File: src/rtl/seq_detector.sv
// -----------------------------------------------------------------------------
// seq_detector
//   Serial pattern detector. One bit of istream is shifted into a PLEN-bit
//   history on every accepted cycle (in_valid=1, cfg_load=0) and compared
//   against a run-time reloadable pattern. Bit 0 of the pattern and of the
//   history is the most recently received bit.
//
//   Matches can overlap (history keeps counting) or not overlap (a match
//   consumes its bits and the fill level restarts from zero). Every match
//   raises ostream for one cycle, on the edge after the matching bit, and
//   bumps a saturating match counter.
//
// Ports
//   clk         in   1        clock, all logic on posedge
//   rst         in   1        synchronous reset, active-high, overrides all
//   in_valid    in   1        istream carries a valid bit this cycle
//   istream     in   1        serial data bit
//   cfg_load    in   1        load cfg_pattern / cfg_overlap, clear history
//   cfg_pattern in   PLEN     new pattern
//   cfg_overlap in   1        new mode (1 = overlapping matches)
//   cnt_clr     in   1        clear match_cnt (wins over a same-cycle hit)
//   ostream     out  1        one-cycle match pulse
//   match_cnt   out  CNT_W    saturating match count
//   fill        out  FILL_W   bits held in history, saturates at PLEN
// -----------------------------------------------------------------------------
module seq_detector #(
    parameter int              PLEN    = 4,
    parameter logic [PLEN-1:0] PATTERN = 4'b1111,
    parameter bit              OVERLAP = 1'b1,
    parameter int              CNT_W   = 8,
    parameter int              FILL_W  = $clog2(PLEN + 1)
) (
    input  logic              clk,
    input  logic              rst,
    input  logic              in_valid,
    input  logic              istream,
    input  logic              cfg_load,
    input  logic [PLEN-1:0]   cfg_pattern,
    input  logic              cfg_overlap,
    input  logic              cnt_clr,
    output logic              ostream,
    output logic [CNT_W-1:0]  match_cnt,
    output logic [FILL_W-1:0] fill
);

    localparam logic [FILL_W-1:0] FILL_MAX_C  = FILL_W'(PLEN);
    localparam logic [FILL_W-1:0] FILL_HIT_C  = FILL_W'(PLEN - 1);
    localparam logic [CNT_W-1:0]  CNT_MAX_C   = {CNT_W{1'b1}};

    logic [PLEN-1:0]   hist_r;
    logic [PLEN-1:0]   pattern_r;
    logic              overlap_r;
    logic [FILL_W-1:0] fill_r;
    logic              ostream_r;
    logic [CNT_W-1:0]  match_cnt_r;

    logic              accept_s;
    logic [PLEN-1:0]   next_s;
    logic              hit_s;
    logic [FILL_W-1:0] fill_nxt_s;

    // Candidate history, hit decision and next fill level for the current bit.
    always_comb begin
        accept_s   = in_valid & ~cfg_load;
        next_s     = {hist_r[PLEN-2:0], istream};
        hit_s      = 1'b0;
        fill_nxt_s = fill_r;
        if (accept_s) begin
            // fill >= PLEN-1 means this bit completes a full window of real data.
            hit_s = (fill_r >= FILL_HIT_C) && (next_s == pattern_r);
            if (hit_s && !overlap_r) begin
                fill_nxt_s = {FILL_W{1'b0}};
            end else if (fill_r == FILL_MAX_C) begin
                fill_nxt_s = fill_r;
            end else begin
                fill_nxt_s = fill_r + FILL_W'(1);
            end
        end else begin
            hit_s      = 1'b0;
            fill_nxt_s = fill_r;
        end
    end

    // History, fill, configuration and match pulse registers.
    always_ff @(posedge clk) begin
        if (rst) begin
            hist_r    <= {PLEN{1'b0}};
            fill_r    <= {FILL_W{1'b0}};
            pattern_r <= PATTERN;
            overlap_r <= OVERLAP;
            ostream_r <= 1'b0;
        end else if (cfg_load) begin
            // A load restarts detection; a bit presented in the same cycle is dropped.
            hist_r    <= {PLEN{1'b0}};
            fill_r    <= {FILL_W{1'b0}};
            pattern_r <= cfg_pattern;
            overlap_r <= cfg_overlap;
            ostream_r <= 1'b0;
        end else if (in_valid) begin
            hist_r    <= next_s;
            fill_r    <= fill_nxt_s;
            ostream_r <= hit_s;
        end else begin
            ostream_r <= 1'b0;
        end
    end

    // Saturating match counter; clear wins over a hit in the same cycle.
    always_ff @(posedge clk) begin
        if (rst) begin
            match_cnt_r <= {CNT_W{1'b0}};
        end else if (cnt_clr) begin
            match_cnt_r <= {CNT_W{1'b0}};
        end else if (hit_s && (match_cnt_r != CNT_MAX_C)) begin
            match_cnt_r <= match_cnt_r + CNT_W'(1);
        end else begin
            match_cnt_r <= match_cnt_r;
        end
    end

    assign ostream   = ostream_r;
    assign match_cnt = match_cnt_r;
    assign fill      = fill_r;

endmodule
File: config.mk
export PLATFORM = sky130hd
export DESIGN_NAME = seq_detector
export DESIGN_NICKNAME = d
export VERILOG_FILES = /design/src/rtl/seq_detector.sv
export SDC_FILE = /design/constraint.sdc
export NUM_CORES = 1
export LEC_CHECK = 0
export ABC_AREA = 1
export BUFFER_PORTS_ARGS = -buffer_cell sky130_fd_sc_hd__buf_2
export CAP_MARGIN = 20
export CORE_MARGIN = 2
export CORE_UTILIZATION = 45
export CTS_CLUSTER_SIZE = 10
export DETAILED_ROUTE_END_ITERATION = 10
export PLACE_DENSITY = 0.68
export SLEW_MARGIN = 20
export SYNTH_ARGS = -nofsm -noshare
export SYNTH_HDL_FRONTEND = slang
export SYNTH_SLANG_ARGS = --single-unit
File: constraint.sdc
create_clock -name clk -period 2.8 [get_ports clk]
set_input_delay 0.84 -clock clk [delete_from_list [all_inputs] [get_ports clk]]
set_output_delay 0.84 -clock clk [all_outputs]
set_load 0.005 [all_outputs]
# Word-level counts from Yosys, hierarchy flattened
# Cells that the tools add are included.
word_totals:
  out_inout_bits: 12
  reg_bits: 20
  word_cells: 27
op_classes:
  reduce_logical: 8
  n_lt_le_gt_ge: 1
  n_bitwise: 3
  add_sub_neg: 2
  mux: 3
  eq_ne: 4
ops:
  columns: ["cell", "n"]
  rows:
  - ["adder 8 x 1 -> 8 bit, second input constant", 1]
  - ["!= test 8 bit, second input constant", 1]
  - ["2-to-1 mux 3 bit", 2]
  - ["== test 4 bit", 1]
  - ["OR reduction 2 bit", 2]
  - ["adder 3 x 1 -> 3 bit, second input constant", 1]
  - ["== test 3 bit, second input constant", 1]
  - ["greater-or-equal comparator 3 x 2 -> 1 bit, second input constant", 1]
  - ["logical AND 1 bit", 3]
  - ["AND reduction 3 bit", 1]
  - ["OR reduction 3 bit", 1]
  - ["!= test 2 bit, second input constant", 1]
  - ["NOT 1 bit", 2]
  - ["AND 1 bit", 1]
  - ["logical NOT 1 bit", 1]
  - ["2-to-1 mux 1 bit", 1]

# Depth between registers and ports, before layout
depth:
  ltp_word: 5
  depth_mapped: 11
  mapped_depth_nobuf: 11

# Least setup slack after synthesis
# Ideal clock, no wire load.
synth_timing:
  path_type: "input-to-reg"
  start: "input istream"
  end: "register match_cnt_r[0] (netlist: match_cnt[0])"
  n_path_buf: 0
  path_stages: 6
  t_arrival_ns: 1.595
  setup_slack_ns: 1.091
  setup_time_ns: 0.113
  path_cell_list: "xnor2_1 -> nand3_1 -> nor2_4 -> nand3_4 -> nor2_1 -> nor2_1"
synth_via:
  elab_chain_len: 4
synth_lines:
  columns: ["element", "line_no", "text"]
  rows:
  - ["start, declared", "36", "input logic istream,"]
  - ["== test 4 bit", "70", "hit_s = (fill_r >= FILL_HIT_C) && (next_s == pattern_r);"]
  - ["logical AND 1 bit", "70", null]
  - ["2-to-1 mux 1 bit", "68", "if (accept_s) begin"]
  - ["logical AND 1 bit", "114", "end else if (hit_s && (match_cnt_r != CNT_MAX_C)) begin"]
  - ["end signal, assigned", "113", "match_cnt_r <= {CNT_W{1'b0}};"]
  - ["end signal, assigned", "115", "match_cnt_r <= match_cnt_r + CNT_W'(1);"]
  - ["end signal, assigned", "117", "match_cnt_r <= match_cnt_r;"]
  - ["end, declared", "55", "logic [CNT_W-1:0] match_cnt_r;"]
# Every way passes these cells.
# A chain may end at the register's enable or synchronous reset.

# Final worst setup path
layout_timing:
  start: "register match_cnt_r[6] (netlist: match_cnt[6])"
  end: "output match_cnt[6]"
layout_lines:
  columns: ["element", "line_no", "text"]
  rows:
  - ["start signal, assigned", "111", "match_cnt_r <= {CNT_W{1'b0}};"]
  - ["start signal, assigned", "113", null]
  - ["start signal, assigned", "115", null]
  - ["end, declared", "42", "output logic [CNT_W-1:0] match_cnt,"]
# No word-level cell between the ends.

==> flow_summary.json <==
{
  "overflow": 0,
  "syn_avg_cell_area_um2": 7.20,
  "hold_class": "reg -> reg",
  "synth_compound_area_share_pct": 7.98,
  "clk_latency_ns": 0.30,
  "clkTransAtPathRegs_ns": 0.12,
  "worstMarginPinSlew_ns": 0.381,
  "syn_nets": 163,
  "r2r-start": "fill[0]",
  "track_usage_pct": 16.9,
  "min_path_cells": 2,
  "synthAdderAreaFrac_pct": 4.69,
  "critPathTopFamily": "flip-flops",
  "fp-row-count": 17,
  "drv_slew": 0,
  "drt-total-wl_um": 2020,
  "route.vias.total": 975,
  "viasPerCell": 4.88,
  "finalSetupTns_ns": 0,
  "synth.distinct_cells": 18,
  "yosysSeqAreaShare_pct": 37.6,
  "floorplan.initialDensity_pct": 47.7,
  "clockBufferDepth": 2,
  "cap_viol_max_count": 0,
  "min_from": "hist_r[2]",
  "yosys_warnings": 0,
  "post_cts_buffers": 0,
  "ir_worst_vdd_mv": 0.393,
  "final_cells": 200,
  "rsz0062_at_grt": "no",
  "cts_resized": 0,
  "cpMaxStageDelayCell": "dfxtp_1",
  "mostFrequentLayoutCells": "nand2_1 (37), buf_2 (22), dfxtp_1 (20)",
  "ioPinCount": 23,
  "syn_area_um2": 1070,
  "drive_gt1_share_pct": 18.6,
  "cellPowerDensity_nw_per_um2": 464,
  "synth_cells": 148,
  "final-hold-violation-count": 0,
  "worst-r2r-setup-slack_ns": 1.17,
  "setup_viol": 0,
  "clockRootBuffer": "clkbuf_4",
  "multi_input_area_um2": 588,
  "grt_pass1_vias": 862,
  "crit_path_end_kind": "output port",
  "antenna_found_initial": 0,
  "grt_max_degree": 16,
  "drc_errors": 0,
  "final.fill_count": 216,
  "gp_congestion": 0.818,
  "rr_endpoint": "fill[0]",
  "criticalPathCategory": "reg -> out",
  "cp_data_required_time_ns": 1.96,
  "leakagePower_nw": 0.595,
  "cts_num_sinks": 20,
  "drt_first_pass_iters": 4,
  "antenna_left": 0,
  "grt_pass1_wl_um": 3470,
  "num_antenna_cells": 0,
  "cts_buffers": 3,
  "path_cells": "buf_2",
  "relSlewSlack_pct": 74.5,
  "core_area_um2": 2230,
  "syn2layout_area_growth_pct": 17.6,
  "dieHeight_um": 52.7,
  "min_to": "hist_r[2]",
  "cts_tree": "done",
  "crit_path_max_incr_delay_ns": 0.45,
  "yosys.area_share.simple_pct": 34.3,
  "drt_iter0_drc": 17,
  "period_minus_slack_ns": 1.74,
  "die_w_um": 52.7,
  "max_freq_ghz": 0.575,
  "status": "complete, no violations",
  "htree_levels": 1,
  "hpwl_um": 1580,
  "synth-seq-cells": 20,
  "cp.arrival_ns": 0.90,
  "synth_top_family_by_area": "simple AND/OR/NAND/NOR gates",
  "crit_path_max_fanout": 5,
  "final_net_count": 188,
  "skew_ns": 0.00504,
  "holdWs_ns": 0.484,
  "regArea_um2": 400,
  "cts_hold_buf": 0,
  "final_common_cell": "nand2_1",
  "r2r_cells": 11,
  "die_area_um2": 2770,
  "muxShareOfSynthArea_pct": 0,
  "synth_xor_area_share_pct": 8.22,
  "placedCellCount": 196,
  "finalCritPeriodShare_pct": 62.1,
  "port_buffers": 22,
  "critPathBufInv": 1,
  "post_drt_wl_per_cell_um": 10.1,
  "start_kind": "flip-flop",
  "fin_util_pct": 56.1
}
-- how the worst max path moves through the flow --
stage / cells past startpoint / endpoint / start / slack (ns)
after CTS: 1 / match_cnt[6] / match_cnt[6] / 1.05
after global routing: 11 / fill[0] / fill[0] / 0.94
after global placement: 7 / match_cnt[0] / istream / 0.87
after detailed placement: 7 / match_cnt[5] / istream / 0.80
final: 1 / match_cnt[6] / match_cnt[6] / 1.06
after floorplan: 6 / match_cnt[0] / istream / 1.09
-- cell families (layout without fill, tap and decap cells) --
family,after synthesis,count (layout)
compound gates,17,17
xor+xnor,10,10
fa+ha+maj,4,4
buf+inv,20,44
flops,20,20
simple gates,77,77
-- registers in the layout, summed over array words and instances, names as in the netlist --
name	cells
fill	3
hist_r	3
match_cnt	8
ostream	1
overlap_r	1
pattern_r	4
-- metal layers --
metal | track usage [%] | up-vias | wire length, µm
met1 | 22.6 | 434 | 1020
met3 | 3.43 | 2 | 69
li1 | - | 524 | -
met4 | 6.41 | 0 | 17
met2 | 26.7 | 15 | 918
met5 | 0 | - | 0
-- power by group --
group | total, mW | switching (mW) | internal (mW)
Sequential | 0.298 | 0.00620 | 0.292
Clock | 0.235 | 0.0903 | 0.145
Combinational | 0.0485 | 0.0286 | 0.0199
-- synthesized netlist by cell type --
| cell | n | area share, % |
|---|---|---|
| a21oi_1 | 14 | 6.6 |
| buf_2 | 2 | 0.94 |
| dfxtp_1 | 20 | 38 |
| ha_1 | 4 | 4.7 |
| inv_1 | 18 | 6.3 |
| nand2_1 | 37 | 13 |
| nand2_2 | 1 | 0.59 |
| nand3_1 | 12 | 5.6 |
| nand3_2 | 1 | 0.94 |
| nand3_4 | 1 | 1.6 |
| nand3b_1 | 1 | 0.70 |
| nand4_1 | 7 | 4.1 |
| nor2_1 | 14 | 4.9 |
| nor2_2 | 1 | 0.59 |
| nor2_4 | 2 | 2.1 |
| o21ai_0 | 3 | 1.4 |
| xnor2_1 | 3 | 2.5 |
| xor2_1 | 7 | 5.8 |
-- area by class of cell --
type                       count  share of cell area (%)
tap                           28                    2.79
timing repair buffer          22                    8.78
sequential                    20                    31.9
multi-input combinational    108                    46.9
inverter                      18                    5.39
clock inverter                 1                    2.40
clock buffer                   3                    1.80
-- through the flow --
step	area, µm²	total power, mW	setup WS, ns
6_report	1250	0.581	1.06
5_1_grt	1250	0.604	0.944
4_1_cts	1250	0.585	1.05
3_5_place_dp	1200	0.354	0.800
3_3_place_gp	1200	0.351	0.870
2_1_floorplan	1070	0.338	1.09
No activity file was read; power rests on OpenSTA's default activity.
